==> src/rtl/ring_monitor.sv <==
// Observes a rotating one-hot ring counter: decodes position/direction, counts net laps, flags illegal codes.
// Optional RING_MON_ERRCNT_EN adds a saturating illegal-sample counter output err_cnt.
module ring_monitor #(
  parameter int W  = 4,
  parameter int CW = 8,
  localparam int PW = $clog2(W)
) (
  input  logic          clock,
  input  logic          reset,
  input  logic [W-1:0]  ring_in,
  input  logic          clr,
  output logic [PW-1:0] pos,
  output logic          valid,
  output logic          dir,
  output logic          step,
  output logic          jump,
  output logic          wrap,
  output logic [CW-1:0] lap,
  output logic          err
`ifdef RING_MON_ERRCNT_EN
  ,
  output logic [7:0]    err_cnt
`endif
);

  typedef enum logic [1:0] {IDLE, TRACK, FAULT} state_t;

  state_t        state_q, state_d;
  logic [W-1:0]  last_q, last_d;
  logic [PW-1:0] pos_d, cur_pos;
  logic          dir_d, step_d, jump_d, wrap_d, err_d;
  logic [CW-1:0] lap_d;
  logic          is_inv, is_hold, is_left, is_right;

  assign is_inv   = !$onehot(ring_in);
  assign is_hold  = (ring_in == last_q);
  assign is_left  = (ring_in == {last_q[W-2:0], last_q[W-1]});
  assign is_right = (ring_in == {last_q[0], last_q[W-1:1]});
  assign valid    = (state_q == TRACK);

  always_comb begin
    cur_pos = '0;
    for (int i = 0; i < W; i++)
      if (ring_in[i]) cur_pos = PW'(i);
  end

  // NOTE: every signal gets a default before the case so no path leaves one unassigned (no latches).
  always_comb begin
    state_d = state_q;
    last_d  = last_q;
    pos_d   = pos;
    dir_d   = dir;
    lap_d   = lap;
    step_d  = 1'b0;
    jump_d  = 1'b0;
    wrap_d  = 1'b0;
    err_d   = err;
    // An illegal sample overrides a simultaneous clear.
    if (clr)    err_d = 1'b0;
    if (is_inv) err_d = 1'b1;

    case (state_q)
      IDLE: begin
        if (is_inv) begin
          state_d = FAULT;
        end else begin
          state_d = TRACK;
          last_d  = ring_in;
          pos_d   = cur_pos;
        end
      end
      TRACK: begin
        if (is_inv) begin
          state_d = FAULT;
        end else if (is_hold) begin
          state_d = TRACK;
        end else if (is_left) begin
          step_d = 1'b1;
          dir_d  = 1'b1;
          last_d = ring_in;
          pos_d  = cur_pos;
          if (last_q[W-1]) begin
            wrap_d = 1'b1;
            lap_d  = lap + CW'(1);
          end
        end else if (is_right) begin
          step_d = 1'b1;
          dir_d  = 1'b0;
          last_d = ring_in;
          pos_d  = cur_pos;
          if (last_q[0]) begin
            wrap_d = 1'b1;
            lap_d  = lap - CW'(1);
          end
        end else begin
          jump_d = 1'b1;
          last_d = ring_in;
          pos_d  = cur_pos;
        end
      end
      FAULT: begin
        if (clr && !is_inv) state_d = IDLE;
      end
      default: state_d = IDLE;
    endcase
  end

  // NOTE: sequential state uses non-blocking assignments so all registers update together at the edge.
  always_ff @(posedge clock or posedge reset) begin
    if (reset) begin
      state_q <= IDLE;
      last_q  <= '0;
      pos     <= '0;
      dir     <= 1'b0;
      step    <= 1'b0;
      jump    <= 1'b0;
      wrap    <= 1'b0;
      lap     <= '0;
      err     <= 1'b0;
    end else begin
      state_q <= state_d;
      last_q  <= last_d;
      pos     <= pos_d;
      dir     <= dir_d;
      step    <= step_d;
      jump    <= jump_d;
      wrap    <= wrap_d;
      lap     <= lap_d;
      err     <= err_d;
    end
  end

`ifdef RING_MON_ERRCNT_EN
  always_ff @(posedge clock or posedge reset) begin
    if (reset) begin
      err_cnt <= '0;
    end else if (clr) begin
      err_cnt <= is_inv ? 8'd1 : 8'd0;
    end else if (is_inv && (err_cnt != 8'hFF)) begin
      err_cnt <= err_cnt + 8'd1;
    end
  end
`endif

endmodule

==> config.mk <==
export PLATFORM = sky130hd
export DESIGN_NAME = ring_monitor
export DESIGN_NICKNAME = d
export VERILOG_FILES = /design/src/rtl/ring_monitor.sv
export SDC_FILE = /design/constraint.sdc
export NUM_CORES = 1
export LEC_CHECK = 0
export ABC_AREA = 0
export CAP_MARGIN = 20
export CORE_MARGIN = 2
export CORE_UTILIZATION = 52
export DETAILED_ROUTE_END_ITERATION = 12
export PLACE_DENSITY_LB_ADDON = 0.1
export SKIP_LAST_GASP = 1
export SLEW_MARGIN = 20
export SYNTH_ARGS = -nofsm -noshare
export SYNTH_HDL_FRONTEND = slang
export SYNTH_SLANG_ARGS = --single-unit
==> constraint.sdc <==
create_clock -name clock -period 3.1 [get_ports clock]
set_input_delay 0.93 -clock clock [delete_from_list [all_inputs] [get_ports clock]]
set_output_delay 0.93 -clock clock [all_outputs]
set_load 0.1 [all_outputs]
After elaboration in Yosys (flattened, before gate mapping)
Index checks and enable logic that the tools add are counted.
- register bits after elaboration: 21
- input bits: 7
- output and inout bits: 16
- word-level logic and storage cells: 78
- add/sub/neg operators: 5
- eq/ne operators: 13
- multiplexer cells: 41
- bitwise gates (word level): 1
- reduce and logical (&&, ||, !) cells: 9
- operator list (cell ; number):
    8-bit two-way mux ; 4
    1-bit two-way mux ; 22
    2-bit two-way mux ; 9
    4-bit equality test ; 3
    4-bit two-way mux ; 3
    2-bit inequality test, second input constant ; 5
    8-bit by 1-bit adder with 8-bit output, second input constant ; 1
    4-bit case mux with 2 select lines ; 1
    4-bit AND reduction ; 2
    8-bit by 1-bit subtractor with 8-bit output, second input constant ; 1
    2-bit case mux with 3 select lines ; 1
    6-bit AND reduction ; 1
    2-bit nonzero test ; 3
    1-bit by 1-bit adder with 2-bit output ; 2
    2-bit case mux with 2 select lines ; 1
    2-bit by 2-bit adder with 3-bit output ; 1
    3-bit by 1-bit equality test with 1-bit output, second input constant ; 1
    3-bit inequality test, second input constant ; 1
    2-bit by 1-bit equality test with 1-bit output, second input constant ; 1
    2-bit equality test, second input constant ; 1
    2-bit zero test ; 1
    2-bit by 1-bit inequality test with 1-bit output, second input constant ; 1
    2-bit AND reduction ; 1
    1-bit logical AND ; 1
    1-bit NOT ; 1

Depth between registers and ports, before layout
Gate-level depths: netlist of the first run.
- depth in word-level cells: 6
- depth in mapped cells: 12
- gate-level depth less buffers: 10

Worst setup path after synthesis of the first run
OpenSTA, ideal clock, no wires.
- kind: input to register
- from: in ring_in[3]
- to: reg lap[1]
- setup time: 127 ps
- arrival: 3430 ps
- required time: 2973 ps
- setup slack: -456 ps
- stages: 12
- path buffers: 2
- cell sequence: buf_2 > inv_1 > fa_1 > inv_1 > ha_1 > ha_1 > nor3b_1 > nor2b_1 > buf_2 > o2111ai_2 > nor2_4 > mux2_4
- word-level cells in the longest chain between the ends: 4
- elaborated cells between the ends (all ways): 12
- those cells by class: add/sub: 2; eq/ne: 5; mux: 1; bitwise: 1; reduce/logical: 3
- RTL lines (element ; line ; text):
    from (decl) ; 10 ; input logic [W-1:0] ring_in,
    1-bit by 1-bit adder with 2-bit output (not written as such) ; 35 ; assign is_inv = !$onehot(ring_in);
    2-bit by 2-bit adder with 3-bit output (not written as such) ; 35 ;
    3-bit by 1-bit equality test with 1-bit output ; 35 ;
    6-bit AND reduction (no source line) ; -- ;
    to (signal assigned) ; 128 ; lap <= lap_d;
    to (decl) ; 18 ; output logic [CW-1:0] lap,
Several ways; a longest one is shown, not always the timed one.
A chain may end at the register's enable or synchronous reset.

Worst setup path in the final report of the first run
- from: in ring_in[1]
- to: reg lap[6]
Same word-level chain as after synthesis.

==> results.md, run 1 <==
Worst hold path:
- The startpoint identified for the worst hold timing path is lap[7].
- The kind of path behind the tightest hold check is flip-flop to flip-flop.
- The path with the worst hold slack has its endpoint at lap[7].
- The number of cells traversed by the worst hold path is 1.

Critical path:
- The startpoint class of the critical path is an input pin.
- The delay of the slowest cell on the worst path is 0.50 ns.
- Among cell families on the critical path, the largest total delay comes from adder cells.
- STA classifies the critical path endpoint as a flip-flop.
- Data on the critical path is required at its endpoint by 3.31 ns.
- The worst register-to-register path has a setup slack of 0.56 ns.
- STA puts the critical path data arrival time at 3.21 ns.
- The critical path buffer and inverter count is 3.
- The worst register-to-register path begins at last_q[3].
- The critical path class is input pin to flip-flop.
- The critical path goes through clkdlybuf4s15_1 -> inv_2 -> fa_1 -> inv_2 -> ha_4 -> ha_4 -> nor3b_4 -> nor2b_4 -> o2111ai_4 -> nor2_4 -> mux2_4.
- The largest individual stage delay along the critical path comes from the cell fa_1.
- The number of cells on the worst reg-to-reg path is 9.
- The endpoint of the worst register-to-register path is lap[6].
- The highest net fanout along the worst path is 7.

Yosys:
- The gate count of the mapped netlist is 119.
- Counting distinct cell types in the post-synthesis netlist gives 32.
- The portion of synthesized cell area occupied by the leading cell type is 39.66%.
- For this run, the number of Yosys warnings is 0.
- The mapped netlist covers 1325 um2.
- The fraction of the yosys area taken by sequential cells is 39.66%.
- The number of nets in the synthesized netlist is 136.
- Averaged over all synthesized cells, the footprint is 11.13 um2.
- Synthesis inferred 21 register bits.
- In the post-synthesis netlist, the biggest area contributors are dfrtp_1 40%, xor2_1 7.9%, ha_1 7.6%.
- The most area-hungry cell type in the Yosys netlist is dfrtp_1.

Layout:
- The count of antenna diodes in the layout is 0.
- At the end of the flow, the number of nets in the layout was 181.
- The number of standard cells in the final layout excluding fillers is 193.
- At the end of the flow the core is filled with cells to 74.62%.
- Cells with a size suffix above 1 make up 48.47% of the layout.
- From synthesis to final layout, the design area changed by 38.24%.
- In the layout the commonest cells are 39 x buf_4, 21 x dfrtp_1, 12 x xor2_1.
- The library cell used most frequently in the layout, excluding fill and tap cells, is buf_4.
- The total of fill cells in the finished design is 175.

CTS:
- Clock-pin slew was measured on the worst setup and hold paths at 0.13 ns.
- The clock insertion delay at the later pin of the skew report is 0.31 ns.
- TritonCTS built the clock tree.
- The longest clock path from root to sink contains 2 buffers.
- The number of buffers created by CTS is 3.
- The number of hold buffers added after CTS was 0.
- The sink count of the clock tree is 21.
- The root buffer selected by CTS is clkbuf_4.
- In this run the number of H-tree levels came out at 1.

GRT:
- The pin count of the biggest net entering global routing is 22.
- The remaining global-route overflow is 0.
- The global router's overall resource usage is 20.01%.
- The initial antenna violation count is 0.
- The global-route wire length before repair is 4.243 mm.
- The number of global-route vias before repair is 956.

Place:
- The instance count after placement with tap cells included is 187.
- At the end of routability-driven placement, the weighted congestion stood at 0.8153.
- Prior to clock tree synthesis, the placed netlist has a worst setup slack of -0.7046 ns.
- The number of I/O port buffers is 22.
- The half-perimeter wire length of the detailed placement result is 2.095 mm.

STA:
- The number of hold violations in the final report is 0.
- The final critical-path required period is 3.002 ns.
- The worst setup slack after layout is 0.09759 ns.
- For the final routed database, the setup TNS stands at 0 ns.
- The clock skew after layout is 0.002845 ns.
- For this run, the top clock speed supported by timing is 0.3331 GHz.
- The slew at the pin closest to its max-slew limit is 0.7916 ns.
- The count of final max-slew check failures is 0.
- The relative slew slack is 47.17%.
- The worst path uses 96.85% of the clock period.
- Setup repair after global routing left no endpoint under its margin.
- Setup violations remaining at the end of the flow were counted as 0.

Drt:
- In the final routed layout, each cell accounts on average for 13.96 um.
- Using the TritonRoute via totals, the vias-per-cell ratio works out to 5.197.
- The count of unresolved DRC violations after routing is 0.
- In this run the remaining antenna-violating nets after routing total 0.
- The detailed-route wire length is 2.694 mm.
- For this block, the initial DRC count from the detailed router was 6.
- The first-pass iteration count of the detailed router is 3.
- For this block, the via count after detailed routing is 1003.

Run:
- Across the run, the number of max-cap violations was 0.

Floorplan:
- Once the floorplan was initialized, standard cells occupied 53.98% of the core.
- The core box area is 2455 um2.
- The die is 54.48 um wide.
- The number of top-level design ports is 23.
- The die is 54.48 um tall.
- The area of the die is 2968 um2.
- In this run the core area contains 18 standard-cell rows.

Power and ir drop:
- The analysis attributes to cell leakage a power of 0.0008613 uW.
- IR analysis of the VDD net gives a maximum drop of 0.6287 mV.
- The design draws 1082 uW.
- The power per cell area is 590.5 nW/um2.

Run status:
- The flow ran to the end, and the final reports show no timing, DRC or antenna violations.
[logic make-up after synthesis]
logic type | share of synthesized area (%)
flops | 39.66
buf+inv | 5.666
simple gates | 9.349
fa+ha+maj | 10.58
compound gates | 10.39
mux | 11.80
xor+xnor | 12.56
[routing by layer]
metal	GRT usage, %	part of all wire [%]
met5	0	0
met4	3.750	0.59
met3	4.098	2.7
met2	32.53	49
met1	27.60	48
[metrics by stage]
| stage | area (um2) | hold slack (ns) |
|---|---|---|
| 2_1_floorplan | 1394 | 0.4905 |
| 3_5_place_dp | 1719 | 0.4654 |
| 5_1_grt | 1832 | 0.5103 |
| 6_report | 1832 | 0.4795 |
| 4_1_cts | 1788 | 0.4869 |
| 3_3_place_gp | 1719 | 0.4574 |
[synthesized netlist by cell type]
master     count
nand2b_1       1
nor4_1         1
nor2_1         3
a21o_1         1
xor2_1        12
dfrtp_1       21
nand4_1        1
buf_2          3
o21bai_1       1
nand3_1        3
mux2_2         5
nor2_4         1
nand2_1        4
a211oi_1       3
a21oi_1        7
o21a_1         1
o2111ai_2      1
buf_6          2
nor4_4         1
nor3b_1        1
nor3_1         1
mux2i_1        1
xnor2_1        7
and2_1         1
o21ai_0        7
fa_1           2
inv_1         10
mux2_4         6
ha_1           8
or3_1          1
a22oi_1        1
nor2b_1        1
[flip-flops by register name, summed over array words and instances (netlist names)]
| register | count |
|---|---|
| last_q | 4 |
| wrap | 1 |
| lap | 8 |
| jump | 1 |
| err | 1 |
| step | 1 |
| state_q | 2 |
| dir | 1 |
| pos | 2 |
[repair_timing]
item,in CTS,in global routing
pin swaps,3,7
resized for setup,11,18
endpoints found under the hold margin,0,0
setup buffers,2,0
setup endpoints to repair,17,9
[worst max path at each step]
stage	startpoint	to	cells after the start
global placement	ring_in[0]	lap[3]	11
global route	ring_in[1]	lap[6]	11
CTS	ring_in[0]	lap[6]	11
finish	ring_in[1]	lap[6]	11
floorplan	ring_in[3]	lap[2]	12
detailed placement	ring_in[0]	lap[4]	11
[power breakdown]
part           switching [uW]  leakage (uW)  internal (uW)
Sequential               62.2      0.000271            319
Combinational             328      0.000572            235
Clock                    89.8     0.0000177           48.2
[cell type report]
class                      count  area, um2  share of cell area, %
multi-input combinational     83      858.3                  46.86
clock inverter                 1      5.005                 0.2732
sequential                    21      525.5                  28.69
tap                           30      37.54                  2.049
inverter                      10      40.04                  2.186
clock buffer                   3      22.52                  1.230
timing repair buffer          45      342.8                  18.72
Power figures use the tool's default switching activity.
==> run 2: changes to the inputs <==
CAP_MARGIN = unset   (was 20)
SKIP_CTS_REPAIR_TIMING = 1   (was unset)
==> run 2 against run 1 <==
Against the previous run: clock-buffer cell count unchanged; register-to-register slack improved by 0.02 ns; non-clock buffer count decreased by 1; combinational power increased by 1%; global-route usage decreased by 0.23 points; first-iteration DRC count decreased by 17%; clock power about the same; cell count decreased by 0.52%; via count decreased by 0.40%; hold slack about the same; largest cell class unchanged.
==> results.md, run 2 (synthesis results as in run 1) <==
Layout:
- The count of antenna diodes in the layout came to 0 (unchanged).
- The library cell used most frequently in the layout, excluding fill and tap cells, is buf_4.
- The final net count is 180 (-0.55%).
- The synthesis-to-layout area growth is 39.75%.
- The largest registers in the layout are lap: 8 flops, last_q: 4 flops.
- The flip-flop count of the largest register, all copies and words added is 8 (unchanged).
- The top cell types in the final layout, fill and taps aside, are 38 x buf_4, 21 x dfrtp_1, 12 x xor2_1.
- The register with the highest flop count is lap.
- The combined flip-flop and latch cell area is 525.5 um2 (unchanged).
- The total of fill cells in the finished design is 165 (-5.7%).
- The share of final-layout standard cells stronger than drive strength 1 is 48.77% (+0.30 points).
- The multi-input gate area in the final layout is 868.3 um2 (+1.2%).

Drt:
- The remaining antenna violation count came to 0 (unchanged).
- The routed via count is 999 (-0.40%).
- The DRC violation total after the first TritonRoute iteration came to 5 (-1).
- The first-pass iteration count of the detailed router was 3 (unchanged).
- The post-detailed-route wirelength per cell was 13.78 um (-1.3%).
- The via count normalized by instance count came to 5.203 (+0.12%).
- The detailed-route wire length is 2.645 mm (-1.8%).
- The count of unresolved DRC violations after routing is 0 (unchanged).

Critical path:
- STA classifies the critical path startpoint as an input pin.
- The nature of the critical path endpoint is a flip-flop.
- The critical path arrival was 3.25 ns (+0.04 ns).
- The highest net fanout along the worst path is 8 (+1).
- The critical path in this run is classified as input pin to flip-flop.
- The required time of the worst setup path came to 3.31 ns (about the same).

GRT:
- The global router's overall resource usage is 19.78% (-0.23 points).
- The initial antenna violation count is 0 (unchanged).
- The remaining global-route overflow is 0 (unchanged).
- The pin count of the biggest net entering global routing came to 22 (unchanged).
- The number of global-route vias before repair is 925 (-3.2%).
- The global-route wire length before repair is 4.209 mm (-0.80%).

CTS:
- The root buffer selected by CTS is clkbuf_4.
- The number of levels the H-tree was split into is 1 (unchanged).
- The number of buffers created by CTS is 3 (unchanged).
- The clock insertion delay at the later pin of the skew report was 0.30 ns (about the same).
- The clock slew seen by the registers of the worst setup and hold paths was 0.13 ns (about the same).
- TritonCTS built the clock tree.
- The sink count of the clock tree is 21 (unchanged).
- The maximum clock path buffer count is 2 (unchanged).

STA:
- The final critical-path required period is 3.043 ns (+0.04014 ns).
- The slew at the pin closest to its max-slew limit is 0.7761 ns (-0.01547 ns).
- The final hold slack came to 0.4796 ns (+0.00006300 ns).
- The clock skew after layout is 0.006896 ns (+0.004051 ns).
- The relative slew slack is 48.20% (+1.0 points).
- The number of hold violations in the final report is 0 (unchanged).
- Setup repair after global routing could not meet its margin everywhere.
- The fraction of the cycle the final worst path needs is 98.15% (+1.3 points).
- The worst setup slack after layout is 0.05746 ns (-0.04014 ns).
- The number of endpoints failing setup at the final stage is 0 (unchanged).
- The count of final max-slew check failures is 0 (unchanged).
- The timing-limited maximum frequency is 0.3287 GHz (-1.3%).

Power and ir drop:
- The switching power total is 482.2 uW (+0.44%).
- The power per cell area came to 586.5 nW/um2 (-0.68%).
- The logic gate share of total power is 52.5% (+0.5 points).
- The cell-internal power is 603.9 uW (+0.37%).
- The fraction of power spent switching nets was 44.40% (about the same).
- The static leakage power is 0.0008826 uW (+2.5%).
- The sequential share of power is 35.0% (-0.2 points).
- The proportion of power drawn by the clock network was 12.5% (-0.3 points).
- The worst vdd rail ir drop is 0.6192 mV (-1.5%).

Floorplan:
- The die width came to 54.48 um (unchanged).
- The core box area is 2455 um2 (unchanged).
- The die height is 54.48 um (unchanged).
- The initial core utilization is 53.98% (unchanged).
- The number of top-level design ports came to 23 (unchanged).
- The number of rows created at floorplan is 18 (unchanged).
- The area of the die was 2968 um2 (unchanged).

Place:
- The half-perimeter wire length of the detailed placement result is 2.095 mm (unchanged).
- The global placer's final weighted congestion is 0.8153 (unchanged).
- The worst setup timing slack at the placement stage is -0.7046 ns (unchanged).
- The number of I/O port buffers is 22 (unchanged).

Run status:
- The flow ran to the end, and the final reports show no timing, DRC or antenna violations.

Run:
- The count of maximum capacitance violations was 0 (unchanged).

Worst hold path:
- The min-delay analysis places its worst path in the category flip-flop to flip-flop.
-- run 2: cell count changes in the layout (fill, tap and decap cells not counted), moves of 2 or more --
cell,before,now
clkbuf_2,2,0
dlymetal6s2s_1,0,3
nand2_1,4,2
nand2_2,0,2
-- run 2: final cells by class --
| class | count | share of cell area (%) |
|---|---|---|
| clock buffer | 3 | 1.216 |
| clock inverter | 1 | 0.2703 |
| inverter | 10 | 2.162 |
| multi-input combinational | 83 | 46.89 |
| sequential | 21 | 28.38 |
| tap | 30 | 2.027 |
| timing repair buffer | 44 | 19.05 |
-- run 2: metal layers --
metal / vias up / track usage, % / routed length (um)
li1: 497 / - / -
met4: 0 / 3.750 / 15
met5: - / 0 / 0
met3: 2 / 4.098 / 62
met1: 488 / 28.11 / 1272
met2: 12 / 31.12 / 1294
-- run 2: stage by stage --
step                setup TNS (ns)  cell area (um2)  util (%)  cells  total power, uW
floorplan                   -1.033             1394         -    119            790.3
global placement            -9.122             1719     70.03    187            884.5
detailed placement          -10.23             1719     70.03    187            903.9
CTS                         -4.223             1747     71.15    191             1040
global route              -0.01826             1852     75.43    192             1154
finish                           0             1852     75.43    192             1086
-- run 2: power groups by stage --
stage	Combinational, uW	Clock (uW)	Sequential (uW)
after floorplan	314	0	477
after global placement	502	0	382
after detailed placement	518	0	386
after CTS	520	139	380
after global routing	611	154	389
final	571	136	380
-- run 2: path summary, 6_finish.rpt --
check	startpoint	to	slack [ns]	cells after the start
setup / recovery	ring_in[2]	lap[6]	0.06	11
hold / removal	lap[7]	lap[7]	0.48	1
setup reg to reg	last_q[0]	lap[6]	0.58	10
hold reg to reg	lap[7]	lap[7]	0.48	1
max in group asynchronous	reset	wrap	1.55	2
min in group asynchronous	reset	lap[6]	1.06	2
-- run 2: worst max-delay path, cell delays in order --
cell and delay, ns:
clkdlybuf4s50_1 0.45, xor2_1 0.18, nor4_4 0.29, inv_4 0.14
ha_1 0.34, buf_4 0.16, o21ai_0 0.14, o21bai_1 0.10
a21oi_1 0.18, xnor2_1 0.08, mux2_4 0.25
==> run 3: changes to the inputs <==
PLACE_DENSITY = 0.79   (was unset)
PLACE_DENSITY_LB_ADDON = unset   (was 0.1)
==> run 3 against run 2 <==
Against the previous run: sequential share of layout area increased by 0.13 points; combinational power increased by 3%; critical path type unchanged; routed wire length increased by 23%; clock power increased by 4%; sequential power increased by 2%; largest cell class unchanged.
==> results.md, run 3 (synthesis results as in run 1) <==
GRT:
- The pin count of the biggest net entering global routing is 22 (unchanged).
- The initial antenna violation count is 0 (unchanged).
- The global router's overall resource usage is 21.58% (+1.8 points).
- The global-route wire length before repair came to 4.485 mm (+6.6%).
- The number of global-route vias before repair is 999 (+8.0%).
- The remaining global-route overflow is 0 (unchanged).

Run:
- The count of maximum capacitance violations is 0 (unchanged).

Critical path:
- The critical path goes through buf_4 -> inv_2 -> fa_1 -> inv_2 -> ha_4 -> ha_4 -> nor3b_4 -> nor2b_4 -> o2111ai_4 -> nor2_4 -> mux2_4.
- The largest individual stage delay along the critical path comes from the cell fa_1.
- The critical path arrival is 3.25 ns (about the same).
- The critical path buffer and inverter count is 3 (unchanged).
- The required time of the worst setup path is 3.31 ns (about the same).
- The register-to-register path setup slack is 0.40 ns (-0.18 ns).
- The worst setup path is captured at a flip-flop.
- STA classifies the critical path startpoint as an input pin.
- The highest net fanout along the worst path is 7 (-1).
- The delay of the slowest cell on the worst path came to 0.55 ns (+0.10 ns).
- Among cell families on the critical path, the largest total delay comes from adder cells.
- The critical path class is input pin to flip-flop.

Drt:
- The detailed-route wire length is 3.252 mm (+23%).
- The post-detailed-route wirelength per cell was 16.85 um (+22%).
- The first-pass iteration count of the detailed router was 4 (+1).
- The DRC violation total after the first TritonRoute iteration is 9 (+4).
- The count of unresolved DRC violations after routing is 0 (unchanged).
- The remaining antenna violation count came to 0 (unchanged).
- The routed via count is 1023 (+2.4%).
- The via count normalized by instance count is 5.301 (+1.9%).

Layout:
- The cell area after layout is 1843 um2 (-0.47%).
- The final net count is 181 (+0.56%).
- The top cell types in the final layout, fill and taps aside, are 39 x buf_4, 21 x dfrtp_1, 12 x xor2_1.
- The area growth from synthesis to layout is 39.09%.
- The largest registers in the layout are lap: 8 flops, last_q: 4 flops.
- The share of final-layout standard cells stronger than drive strength 1 was 48.47% (-0.30 points).
- The flip-flop count of the largest register, all copies and words added is 8 (unchanged).
- Leaving out fill and tap cells, the most frequent cell in the layout is buf_4.
- The total of fill cells in the finished design is 170 (+3.0%).
- Counting flops per register, the top entry is lap.
- The count of antenna diodes in the layout is 0 (unchanged).
- The number of standard cells in the final layout excluding fillers is 193 (+0.52%).

CTS:
- The root buffer selected by CTS is clkbuf_4.
- The maximum clock path buffer count is 2 (unchanged).
- The clock insertion delay at the later pin of the skew report is 0.31 ns (about the same).
- The clock slew seen by the registers of the worst setup and hold paths is 0.13 ns (about the same).
- TritonCTS built the clock tree.
- The number of buffers created by CTS came to 3 (unchanged).
- The number of levels the H-tree was split into is 1 (unchanged).
- The sink count of the clock tree is 21 (unchanged).

STA:
- The clock skew after layout is 0.003004 ns (-0.003892 ns).
- The final critical-path required period is 3.035 ns (-0.007052 ns).
- The fraction of the cycle the final worst path needs is 97.92% (-0.23 points).
- The slew at the pin closest to its max-slew limit was 0.7970 ns (+0.02093 ns).
- The count of final max-slew check failures is 0 (unchanged).
- The number of endpoints failing setup at the final stage came to 0 (unchanged).
- The timing-limited maximum frequency is 0.3294 GHz (+0.23%).
- The relative slew slack is 46.81% (-1.4 points).
- The final hold slack was 0.4851 ns (+0.005561 ns).
- The number of hold violations in the final report came to 0 (unchanged).

Place:
- The instance count after placement with tap cells included was 188 (+0.53%).
- The global placer's final weighted congestion came to 0.7739 (-5.1%).
- The half-perimeter wire length of the detailed placement result was 2.235 mm (+6.7%).
- The number of I/O port buffers is 22 (unchanged).
- The area after detailed placement is 1727 um2 (+0.44%).

Floorplan:
- The area of the die came to 2968 um2 (unchanged).
- The number of rows created at floorplan is 18 (unchanged).
- The die width is 54.48 um (unchanged).
- The number of top-level design ports is 23 (unchanged).
- The initial core utilization is 53.98% (unchanged).
- The die height is 54.48 um (unchanged).
- The core box area is 2455 um2 (unchanged).

Power and ir drop:
- The power per cell area is 605.3 nW/um2 (+3.2%).
- The overall power after layout is 1116 uW (+2.7%).
- The worst vdd rail ir drop is 0.6198 mV (about the same).
- The static leakage power is 0.0008768 uW (-0.65%).

Run status:
- The run finished with clean final reports.

Worst hold path:
- The kind of path behind the tightest hold check is flip-flop to flip-flop.
-- run 3: cell types whose count changed in the layout (fill, tap and decap cells not counted), moves of 2 or more --
cell / change
clkbuf_2: +2
o21ai_2: -2
o21ai_0: +2
nand2_2: -2
dlymetal6s2s_1: -2
ha_4: +2
nand2_1: +2
-- run 3: through the flow --
stage | utilization, % | setup TNS [ns] | worst slack [ns]
after floorplan | - | -1.033 | -0.1547
after global placement | 70.34 | -9.210 | -0.6523
after detailed placement | 70.34 | -11.76 | -0.8205
after CTS | 71.46 | -5.526 | -0.4893
after global routing | 75.08 | -0.05316 | -0.02146
final | 75.08 | 0 | 0.06451
-- run 3: layout make-up --
cell class	instances	area, um2	share of cell area, %
clock buffer	3	22.52	1.222
clock inverter	1	5.005	0.2716
inverter	10	51.30	2.783
multi-input combinational	83	854.6	46.37
sequential	21	525.5	28.51
tap	30	37.54	2.037
timing repair buffer	45	346.6	18.81
-- run 3: metal layers --
metal | routed length, um | GRT usage (%)
met1 | 1413 | 29.26
met2 | 1700 | 34.74
met3 | 74 | 2.459
met4 | 63 | 9.167
met5 | 0 | 0
-- run 3: worst paths after layout --
kind	end	start	cells past startpoint
max	lap[4]	ring_in[3]	11
min	lap[7]	lap[7]	1
max reg2reg	lap[6]	last_q[0]	9
min reg2reg	lap[7]	lap[7]	1
max in group asynchronous	last_q[2]	reset	2
min in group asynchronous	lap[0]	reset	2
-- run 3: where the power goes --
part,internal (uW),switching (uW),total (uW)
clock network,48.3,93.0,141
logic,249,338,587
registers,319,68.4,387
total,616,499,1120
